**src/rtl/wave_gen_pkg.sv**
```systemverilog
// Shared definitions for the pushbutton conditioner.
//   - Button index constants, bit order {center, right, left, down, up}.
//   - NUM_BTNS: number of conditioned buttons.
//   - btn_state_t: per-button press/auto-repeat state.
package wave_gen_pkg;

  localparam int NUM_BTNS   = 5;

  localparam int BTN_UP     = 0;
  localparam int BTN_DOWN   = 1;
  localparam int BTN_LEFT   = 2;
  localparam int BTN_RIGHT  = 3;
  localparam int BTN_CENTER = 4;

  typedef enum logic [1:0] {
    RELEASED    = 2'd0,
    HELD_DELAY  = 2'd1,
    HELD_REPEAT = 2'd2
  } btn_state_t;

  // Width of a counter that must be able to hold the value n.
  function automatic int cnt_width(input int n);
    return $clog2(n + 1);
  endfunction

endpackage

```
**src/rtl/btn_channel.sv**
```systemverilog
// One pushbutton channel: 2-flop synchronizer, debouncer and press/auto-repeat
// state machine.
// Ports:
//   clk        system clock, all state on its rising edge
//   rst_n      asynchronous active-low reset
//   raw        raw asynchronous button level (active high)
//   repeat_en  global auto-repeat enable
//   level      debounced button level
//   pulse      single-cycle press / auto-repeat pulse (registered)
module btn_channel
  import wave_gen_pkg::*;
#(
  parameter int DEBOUNCE_CYCLES      = 2_000_000,
  parameter int REPEAT_DELAY_CYCLES  = 50_000_000,
  parameter int REPEAT_PERIOD_CYCLES = 10_000_000,
  parameter bit REPEAT_ENABLE        = 1'b1
) (
  input  logic clk,
  input  logic rst_n,
  input  logic raw,
  input  logic repeat_en,
  output logic level,
  output logic pulse
);

  localparam int DW    = cnt_width(DEBOUNCE_CYCLES);
  localparam int DLY_W = cnt_width(REPEAT_DELAY_CYCLES);
  localparam int PER_W = cnt_width(REPEAT_PERIOD_CYCLES);
  localparam int TW    = (DLY_W > PER_W) ? DLY_W : PER_W;

  // The count "reaches" N on the edge where it would step from N-1 to N.
  localparam logic [DW-1:0] DEB_LAST = DW'(DEBOUNCE_CYCLES - 1);
  localparam logic [TW-1:0] DLY_LAST = TW'(REPEAT_DELAY_CYCLES - 1);
  localparam logic [TW-1:0] PER_LAST = TW'(REPEAT_PERIOD_CYCLES - 1);

  // ---------------------------------------------------------------------------
  // Synchronizer
  // ---------------------------------------------------------------------------
  logic [1:0] sync_reg;
  logic       sync;

  always_ff @(posedge clk or negedge rst_n) begin
    if (!rst_n) begin
      sync_reg <= '0;
    end else begin
      sync_reg <= {sync_reg[0], raw};
    end
  end

  assign sync = sync_reg[1];

  // ---------------------------------------------------------------------------
  // Debouncer: level follows sync only after sync has disagreed with it for
  // DEBOUNCE_CYCLES consecutive cycles.
  // ---------------------------------------------------------------------------
  logic [DW-1:0] deb_cnt_reg;
  logic          level_reg;

  always_ff @(posedge clk or negedge rst_n) begin
    if (!rst_n) begin
      deb_cnt_reg <= '0;
      level_reg   <= 1'b0;
    end else if (sync != level_reg) begin
      if (deb_cnt_reg == DEB_LAST) begin
        level_reg   <= sync;
        deb_cnt_reg <= '0;
      end else if (deb_cnt_reg != '1) begin
        deb_cnt_reg <= deb_cnt_reg + DW'(1);
      end
    end else begin
      deb_cnt_reg <= '0;
    end
  end

  assign level = level_reg;

  // ---------------------------------------------------------------------------
  // Press / auto-repeat FSM
  // ---------------------------------------------------------------------------
  btn_state_t    state_reg, state_next;
  logic [TW-1:0] timer_reg, timer_next;
  logic          pulse_reg, pulse_next;
  logic          counting;

  assign counting = repeat_en && REPEAT_ENABLE;

  always_ff @(posedge clk or negedge rst_n) begin
    if (!rst_n) begin
      state_reg <= RELEASED;
      timer_reg <= '0;
      pulse_reg <= 1'b0;
    end else begin
      state_reg <= state_next;
      timer_reg <= timer_next;
      pulse_reg <= pulse_next;
    end
  end

  always_comb begin
    state_next = state_reg;
    timer_next = timer_reg;
    pulse_next = 1'b0;

    if (!level_reg) begin
      // A release wins over everything, including a repeat due this edge.
      state_next = RELEASED;
      timer_next = '0;
    end else begin
      case (state_reg)
        RELEASED: begin
          state_next = HELD_DELAY;
          timer_next = '0;
          pulse_next = 1'b1;
        end

        HELD_DELAY: begin
          if (!counting) begin
            timer_next = '0;
          end else if (timer_reg == DLY_LAST) begin
            state_next = HELD_REPEAT;
            timer_next = '0;
            pulse_next = 1'b1;
          end else if (timer_reg != '1) begin
            timer_next = timer_reg + TW'(1);
          end
        end

        HELD_REPEAT: begin
          if (!counting) begin
            // Re-enabling repeat must wait out the full initial delay again.
            state_next = HELD_DELAY;
            timer_next = '0;
          end else if (timer_reg == PER_LAST) begin
            timer_next = '0;
            pulse_next = 1'b1;
          end else if (timer_reg != '1) begin
            timer_next = timer_reg + TW'(1);
          end
        end

        default: begin
          state_next = RELEASED;
          timer_next = '0;
        end
      endcase
    end
  end

  assign pulse = pulse_reg;

endmodule

```
**src/rtl/button_conditioner.sv**
```systemverilog
// Five-button conditioner: per-button synchronize, debounce and press /
// auto-repeat pulse generation; buttons are independent and never arbitrated.
// Ports:
//   clk         system clock
//   rst_n       asynchronous active-low reset
//   btn_raw     raw button levels {center, right, left, down, up}
//   repeat_en   global auto-repeat enable
//   btn_up .. btn_center  single-cycle press/repeat pulses
//   btn_level   debounced levels, same bit order as btn_raw
module button_conditioner
  import wave_gen_pkg::*;
#(
  parameter int                  DEBOUNCE_CYCLES      = 2_000_000,
  parameter int                  REPEAT_DELAY_CYCLES  = 50_000_000,
  parameter int                  REPEAT_PERIOD_CYCLES = 10_000_000,
  parameter logic [NUM_BTNS-1:0] REPEAT_MASK          = 5'b00011
) (
  input  logic                clk,
  input  logic                rst_n,
  input  logic [NUM_BTNS-1:0] btn_raw,
  input  logic                repeat_en,
  output logic                btn_up,
  output logic                btn_down,
  output logic                btn_left,
  output logic                btn_right,
  output logic                btn_center,
  output logic [NUM_BTNS-1:0] btn_level
);

  logic [NUM_BTNS-1:0] pulses;
  logic [NUM_BTNS-1:0] levels;

  generate
    for (genvar gi = 0; gi < NUM_BTNS; gi++) begin : g_chan
      btn_channel #(
        .DEBOUNCE_CYCLES     (DEBOUNCE_CYCLES),
        .REPEAT_DELAY_CYCLES (REPEAT_DELAY_CYCLES),
        .REPEAT_PERIOD_CYCLES(REPEAT_PERIOD_CYCLES),
        .REPEAT_ENABLE       (REPEAT_MASK[gi])
      ) u_chan (
        .clk      (clk),
        .rst_n    (rst_n),
        .raw      (btn_raw[gi]),
        .repeat_en(repeat_en),
        .level    (levels[gi]),
        .pulse    (pulses[gi])
      );
    end
  endgenerate

  assign btn_up     = pulses[BTN_UP];
  assign btn_down   = pulses[BTN_DOWN];
  assign btn_left   = pulses[BTN_LEFT];
  assign btn_right  = pulses[BTN_RIGHT];
  assign btn_center = pulses[BTN_CENTER];
  assign btn_level  = levels;

endmodule

```
**config.mk**
```make
export PLATFORM = sky130hd
export DESIGN_NAME = button_conditioner
export DESIGN_NICKNAME = d
export VERILOG_FILES = /design/src/rtl/wave_gen_pkg.sv /design/src/rtl/btn_channel.sv /design/src/rtl/button_conditioner.sv
export SDC_FILE = /design/constraint.sdc
export NUM_CORES = 1
export LEC_CHECK = 0
export CAP_MARGIN = 20
export CORE_MARGIN = 10
export CORE_UTILIZATION = 30
export DETAILED_ROUTE_END_ITERATION = 10
export PLACE_DENSITY_LB_ADDON = 0.2
export SYNTH_ARGS = -nofsm -noshare
export SYNTH_HDL_FRONTEND = slang
export SYNTH_SLANG_ARGS = --single-unit
```
**constraint.sdc**
```tcl
create_clock -name clk -period 3.1 [get_ports clk]
set_clock_uncertainty 0.2 [all_clocks]
set_input_delay 0.465 -clock clk [delete_from_list [all_inputs] [get_ports clk]]
set_output_delay 0.465 -clock clk [all_outputs]
set_load 0.03 [all_outputs]
```
==> run_results.csv, run 1 <==
group,metric,value,unit
drt,drt-total-wl,21880,um
worst_setup_path,path_common_cell,"nor3_1",
timing,min_period,2528,ps
drt,drtIter0Drc,394,
place,post-place-ws,568.7,ps
worst_setup_path,endpoint_kind,"register",
cells_and_area,finalNetCount,1088,
worst_setup_path,crit_family,"simple AND/OR/NAND/NOR gates",
clock_tree,path_clk_slew,80,ps
timing,rsz0062_at_grt,"no",
pwr,power.density,437.0,nW/um^2
timing,worst_pin_slew,809.8,ps
drt,viasPerCell,5.157,
die,start_util,0.3043,
clock_tree,insertion_delay,430,ps
worst_hold_path,min_to,"g_chan[0].u_chan.sync_reg[1]",
clock_tree,cts_tree,"yes",
die,die_h,201.9,um
worst_setup_path,cp-start-kind,"register",
clock_tree,clock-sinks,184,
worst_setup_path,rrSetupSlack,570,ps
yosys,syn_nets,1081,
yosys,postSynth.asyncResetShare,1.000,
worst_setup_path,cp_max_fo,7,
clock_tree,clock_path_buffers,2,
cells_and_area,syn_to_final_growth,13.06,%
drt,num_vias,7828,
drt,drc,0,
cells_and_area,stdcell_count,1518,
worst_setup_path,reg2reg_depth,6,
timing,setup_tns,0,ps
yosys,synth_seq_cells,184,
yosys,synth_area,9927,um^2
pwr,p_leak,4.402,nW
drt,wl_per_cell,14.41,um
global_routing,antenna_found_initial,0,
timing,whs,151.2,ps
place,port_buffers,17,
yosys,syn_area_per_cell,9.401,um^2
worst_setup_path,slowest_stage,"nor3_1",
worst_setup_path,cp_data_arrival_time,2670,ps
drt,wl_met2,9943,um
timing,finalWorstSetupSlack,572.2,ps
place,dpl.cell_count,1485,
drt,wirelength_met1,11100,um
cells_and_area,fill_cells,3324,
timing,maxSlewHeadroom,0.4552,
global_routing,grt_max_degree,58,
worst_setup_path,path_buf_inv,1,
yosys,synth_cells,1056,
drt,dr.pass1.iters,5,
clock_tree,root_buffer,"clkbuf_16",
job,cap_viol_max_count,0,
worst_hold_path,worst_hold_path_type,"register to register",
global_routing,grt_first_pass_wirelength,38360,um
worst_setup_path,r2r_start,"g_chan[0].u_chan.timer_reg[0]",
global_routing,grt_usage,0.1106,
worst_setup_path,cp_cell_sequence,"ha_1 -> inv_1 -> nor3_1 -> nand3_1 -> and3_1 -> nor3_1",
cells_and_area,antenna_cells,0,
cells_and_area,final_layout_size_suffix_gt1_frac,0.06784,
outcome,status,"complete, no violations",
pwr,peakVddDrop,366.9,uV
global_routing,grt_pass1_vias,7664,
global_routing,grt.overflow.total,0,
yosys,synth-seq-area-share,0.4638,
timing,max_freq,395.6,MHz
worst_setup_path,reg2reg_to,"g_chan[0].u_chan.timer_reg[18]",
die,die-area,40770,um^2
place,place_congestion,0.7923,
clock_tree,cts_buffers,17,
worst_setup_path,cp.required,3240,ps
place,hpwl,14930,um
die,io_pins,18,
timing,hold_viol,0,
worst_hold_path,min_from,"g_chan[0].u_chan.sync_reg[0]",
timing,maxSlewViolCount,0,
yosys,synth.distinct_cells,58,
worst_setup_path,critPathLaunch,"g_chan[0].u_chan.timer_reg[0]",
timing,setup_viol,0,
worst_setup_path,path_class,"register to register",
die,die_x,201.9,um
worst_setup_path,critical-path-max-stage-delay,470,ps
die,rows,66,
yosys,synthFlopType,"dfrtp_1",
yosys,yosys_warnings,0,
timing,finalCritPeriodShare,0.8154,
drt,top_layer,"met4",
pwr,p_total,0.004905,W
cells_and_area,largest_reg_flops,105,
drt,wl_met3,584,um
worst_hold_path,hold_depth,0,
yosys,synth-edff-count,0,
drt,drtAntennaViolNets,0,
die,coreArea,32620,um^2
clock_tree,htreeDepth,4,
==> where the power goes <==
part           leakage (nW)  total [W]  switching (W)  internal (W)
logic                  1.56   0.000135      0.0000937     0.0000412
clock network         0.303    0.00233        0.00101       0.00132
registers              2.54    0.00244      0.0000202       0.00242
==> stage by stage <==
stage          area [um^2]  utilization
3_3_place_gp         10590       0.3245
4_1_cts              11220       0.3441
3_5_place_dp         10590       0.3245
2_1_floorplan         9927            -
6_report             11220       0.3441
5_1_grt              11220       0.3441
==> worst max path at each step <==
stage / depth (start not counted) / to
floorplan: 7 / g_chan[1].u_chan.timer_reg[5]
global placement: 6 / g_chan[1].u_chan.timer_reg[7]
detailed placement: 6 / g_chan[1].u_chan.timer_reg[7]
CTS: 6 / g_chan[1].u_chan.timer_reg[9]
global route: 6 / g_chan[0].u_chan.timer_reg[14]
finish: 6 / g_chan[0].u_chan.timer_reg[18]
==> kinds of logic after synthesis <==
logic type / count (synthesis) / synth area share
DFF: 184 / 0.4638
muxes: 16 / 0.01702
buffers and inverters: 67 / 0.03176
xor gates and xnor gates: 90 / 0.07940
AOI/OAI and AO/OA: 181 / 0.1194
adders and majority gates: 17 / 0.02143
and+or+nand+nor: 501 / 0.2672
==> area by class of cell <==
class	count	area, um^2	area share
sequential	184	4604	0.4103
tap	442	553.0	0.04928
timing repair buffer	39	366.6	0.03266
clock buffer	18	439.2	0.03913
clock inverter	14	187.7	0.01672
multi-input combinational	805	5012	0.4466
inverter	16	60.06	0.005351
==> per-layer routing <==
metal	GRT usage	vias up
met1	0.1502	3835
met3	0.02207	16
met5	0	-
met2	0.1743	86
li1	-	3891
met4	0.03221	0
==> synth_stat cells (all sizes together) (23+ instances only) <==
library cell / instances / area, um^2
a21oi: 50 / 250.2
a31oi: 25 / 156.4
and3: 41 / 256.5
clkbuf: 35 / 131.4
dfrtp: 184 / 4604
nand2: 68 / 255.2
nand3: 67 / 335.3
nand4: 39 / 244.0
nor2: 135 / 506.7
nor3: 34 / 170.2
o21ai: 23 / 115.1
xnor2: 42 / 367.9
xor2: 48 / 420.4
==> repair_timing <==
action / CTS / global route
gates resized for setup: 0 / 0
hold buffers: 1 / 0
buffers inserted: 0 / 0
endpoints found under the hold margin: 54 / 0
==> placed cells by master, fill, tap and decap left out, types with 19 or more instances in the layout <==
master	synthesis	routed
o21ai_0	21	21
nand3_1	67	67
nand4_1	39	39
xor2_1	48	48
buf_4	6	19
a31oi_1	25	25
nand2_1	68	68
dfrtp_1	184	184
xnor2_1	42	42
o211ai_1	19	19
a21oi_1	50	50
nor3_1	34	34
nor2_1	135	135
and3_1	41	41
(Power assumes the default switching activity.)
==> run 2: changes to the inputs <==
- clock period: 3.1 -> 2.5 ns (I/O delays scaled with it)
==> run 2 against run 1 <==
Compared with the run above:
- non-clock buffer count increased by 41
- sequential power up 24%
- wire length increased by 4.6%
- largest cell class unchanged
- die area unchanged
- fmax increased by 4.0%
- setup slack worse by 500 ps
- worst hold slack got worse by 1.6 ps
- final cell count grew 2.7%
- largest power group unchanged
- critical path type unchanged
- clock-buffer cell count is 1 lower
- register-to-register slack got worse by 500 ps
- first-iteration DRC count is 20% higher
- power increased by 21%
==> run_results.csv, run 2 (synthesized netlist as in run 1, its figures left out) <==
group,metric,value,unit
worst_setup_path,cp.required,2620,ps
drt,wl_per_cell,14.68,um
worst_setup_path,cp_data_arrival_time,2550,ps
global_routing,grt_use_met2,0.1771,
pwr,p_seq_frac,0.509,
drt,drtIter0Drc,472,
die,start_util,0.3043,
timing,maxSlewHeadroom,0.5789,
global_routing,grt_first_pass_wirelength,39760,um
cells_and_area,stdcell_count,1559,
place,port_buffers,17,
clock_tree,root_buffer,"clkbuf_16",
timing,hold_viol,0,
cells_and_area,fill_cells,3275,
worst_setup_path,endpoint_kind,"register",
worst_setup_path,critical-path-max-stage-delay,560,ps
global_routing,grt_pass1_vias,7916,
timing,min_period,2430,ps
cells_and_area,largest_reg_flops,105,
worst_setup_path,slowest_stage,"or4_4",
cells_and_area,finalNetCount,1129,
drt,drt-total-wl,22880,um
global_routing,antenna_found_initial,1,
die,io_pins,18,
worst_hold_path,worst_hold_path_type,"register to register",
worst_setup_path,cp-start-kind,"register",
die,coreArea,32620,um^2
global_routing,top_usage_layer,"met2",
clock_tree,path_clk_slew,80,ps
worst_setup_path,crit_family,"simple AND/OR/NAND/NOR gates",
die,die_x,201.9,um
job,cap_viol_max_count,0,
cells_and_area,final_layout_size_suffix_gt1_frac,0.1119,
timing,setup_viol,0,
drt,drc,0,
cells_and_area,mostFrequentLayoutCell,"dfrtp_1",
drt,num_vias,8044,
pwr,p_leak,4.674,nW
pwr,power.density,507.9,nW/um^2
pwr,p_sw_frac,0.2565,
die,rows,66,
clock_tree,cts_tree,"yes",
worst_setup_path,rrSetupSlack,70,ps
worst_setup_path,cp_max_fo,9,
pwr,p_sw,0.001524,W
clock_tree,htreeDepth,4,
die,die_h,201.9,um
place,dpl.cell_count,1520,
timing,worst_pin_slew,628.9,ps
pwr,pwr-share-clk,0.461,
die,die-area,40770,um^2
outcome,status,"complete, no violations",
drt,dr.pass1.iters,5,
pwr,p_int,0.004416,W
cells_and_area,syn_to_final_growth,17.81,%
global_routing,grt_usage,0.1141,
clock_tree,clock-sinks,184,
global_routing,grt_max_degree,55,
clock_tree,insertion_delay,450,ps
timing,whs,149.6,ps
timing,maxSlewViolCount,0,
global_routing,met3_usage,0.02191,
pwr,peakVddDrop,460.3,uV
drt,drtAntennaViolNets,0,
timing,finalCritPeriodShare,0.9721,
worst_setup_path,cp_cell_sequence,"or4b_1 -> or4_4 -> o21ai_2 -> a21o_4 -> clkbuf_16 -> a21oi_1",
timing,setup_tns,0,ps
cells_and_area,antenna_cells,0,
global_routing,grtUsageMet1,0.1566,
cells_and_area,final_cell_mix,"dfrtp_1 (184), nor2_1 (135), nand2_1 (68)",
place,place_congestion,0.8157,
global_routing,grt.overflow.total,0,
worst_setup_path,path_class,"register to register",
place,hpwl,15490,um
worst_setup_path,path_buf_inv,1,
drt,viasPerCell,5.160,
place,post-place-ws,79.82,ps
pwr,combPwrFrac,0.030,
clock_tree,clock_path_buffers,2,
timing,finalWorstSetupSlack,69.84,ps
clock_tree,cts_buffers,17,
timing,max_freq,411.5,MHz
[run 2: cell types whose count changed in the layout (fill, tap and decap cells not counted), sizes merged]
| cell | previous run | this run |
|---|---|---|
| buf | 21 | 58 |
| clkinvlp | 2 | 1 |
| clkinv | 3 | 8 |
| bufinv | 3 | 0 |
| clkbuf | 19 | 22 |
[run 2: layout make-up]
type                    instances  area (um^2)  share of cell area
flip-flops and latches        184         4604              0.3937
well taps                     442        553.0             0.04729
inverters                      16        60.06            0.005135
repair buffers                 80        802.0             0.06858
clock inverters                15        180.2             0.01541
multi-input cells             805         5070              0.4335
clock buffers                  17        425.4             0.03638
[run 2: metrics by stage]
step	cell area, um^2	total power [W]	utilization
after detailed placement	10900	0.003271	0.3341
after global routing	11700	0.006215	0.3585
after global placement	10900	0.003269	0.3341
final	11700	0.005940	0.3585
after floorplan	9927	0.003152	-
after CTS	11510	0.006052	0.3530
[run 2: power by group through the flow]
stage | combinational, W | sequential [W] | clock (W)
after detailed placement | 0.000185 | 0.00309 | 0
after floorplan | 0.0000717 | 0.00308 | 0
after global routing | 0.000212 | 0.00303 | 0.00297
final | 0.000178 | 0.00303 | 0.00274
after global placement | 0.000185 | 0.00308 | 0
after CTS | 0.000188 | 0.00303 | 0.00284
[run 2: final timing paths]
kind                                           startpoint                          endpoint  depth (start not counted)
min reg2reg                  g_chan[4].u_chan.sync_reg[0]      g_chan[4].u_chan.sync_reg[1]                          0
max reg2reg                g_chan[0].u_chan.timer_reg[24]    g_chan[0].u_chan.timer_reg[12]                          6
max in group asynchronous                           rst_n   g_chan[2].u_chan.deb_cnt_reg[0]                          3
min in group asynchronous                           rst_n  g_chan[0].u_chan.deb_cnt_reg[10]                          2
min                          g_chan[4].u_chan.sync_reg[0]      g_chan[4].u_chan.sync_reg[1]                          0
max                        g_chan[0].u_chan.timer_reg[24]    g_chan[0].u_chan.timer_reg[12]                          6
[run 2: routing by layer]
metal / share of wire / up-vias
li1: - / 3979
met1: 0.50 / 3931
met2: 0.46 / 117
met3: 0.028 / 17
met4: 0.012 / 0
met5: 0 / -
[run 2: repair_timing]
item / 4_1_cts / 5_1_grt
resized for setup: 0 / 14
endpoints found under the hold margin: 49 / 0
setup buffers: 0 / 1
hold buffers: 1 / 0
setup endpoints to repair: 0 / 53
[run 2: worst reg2reg max path: stages, from the launching register on]
cell	delay [ps]
dfrtp_1	420
or4b_1	550
or4_4	560
o21ai_2	160
a21o_4	190
clkbuf_16	170
a21oi_1	40
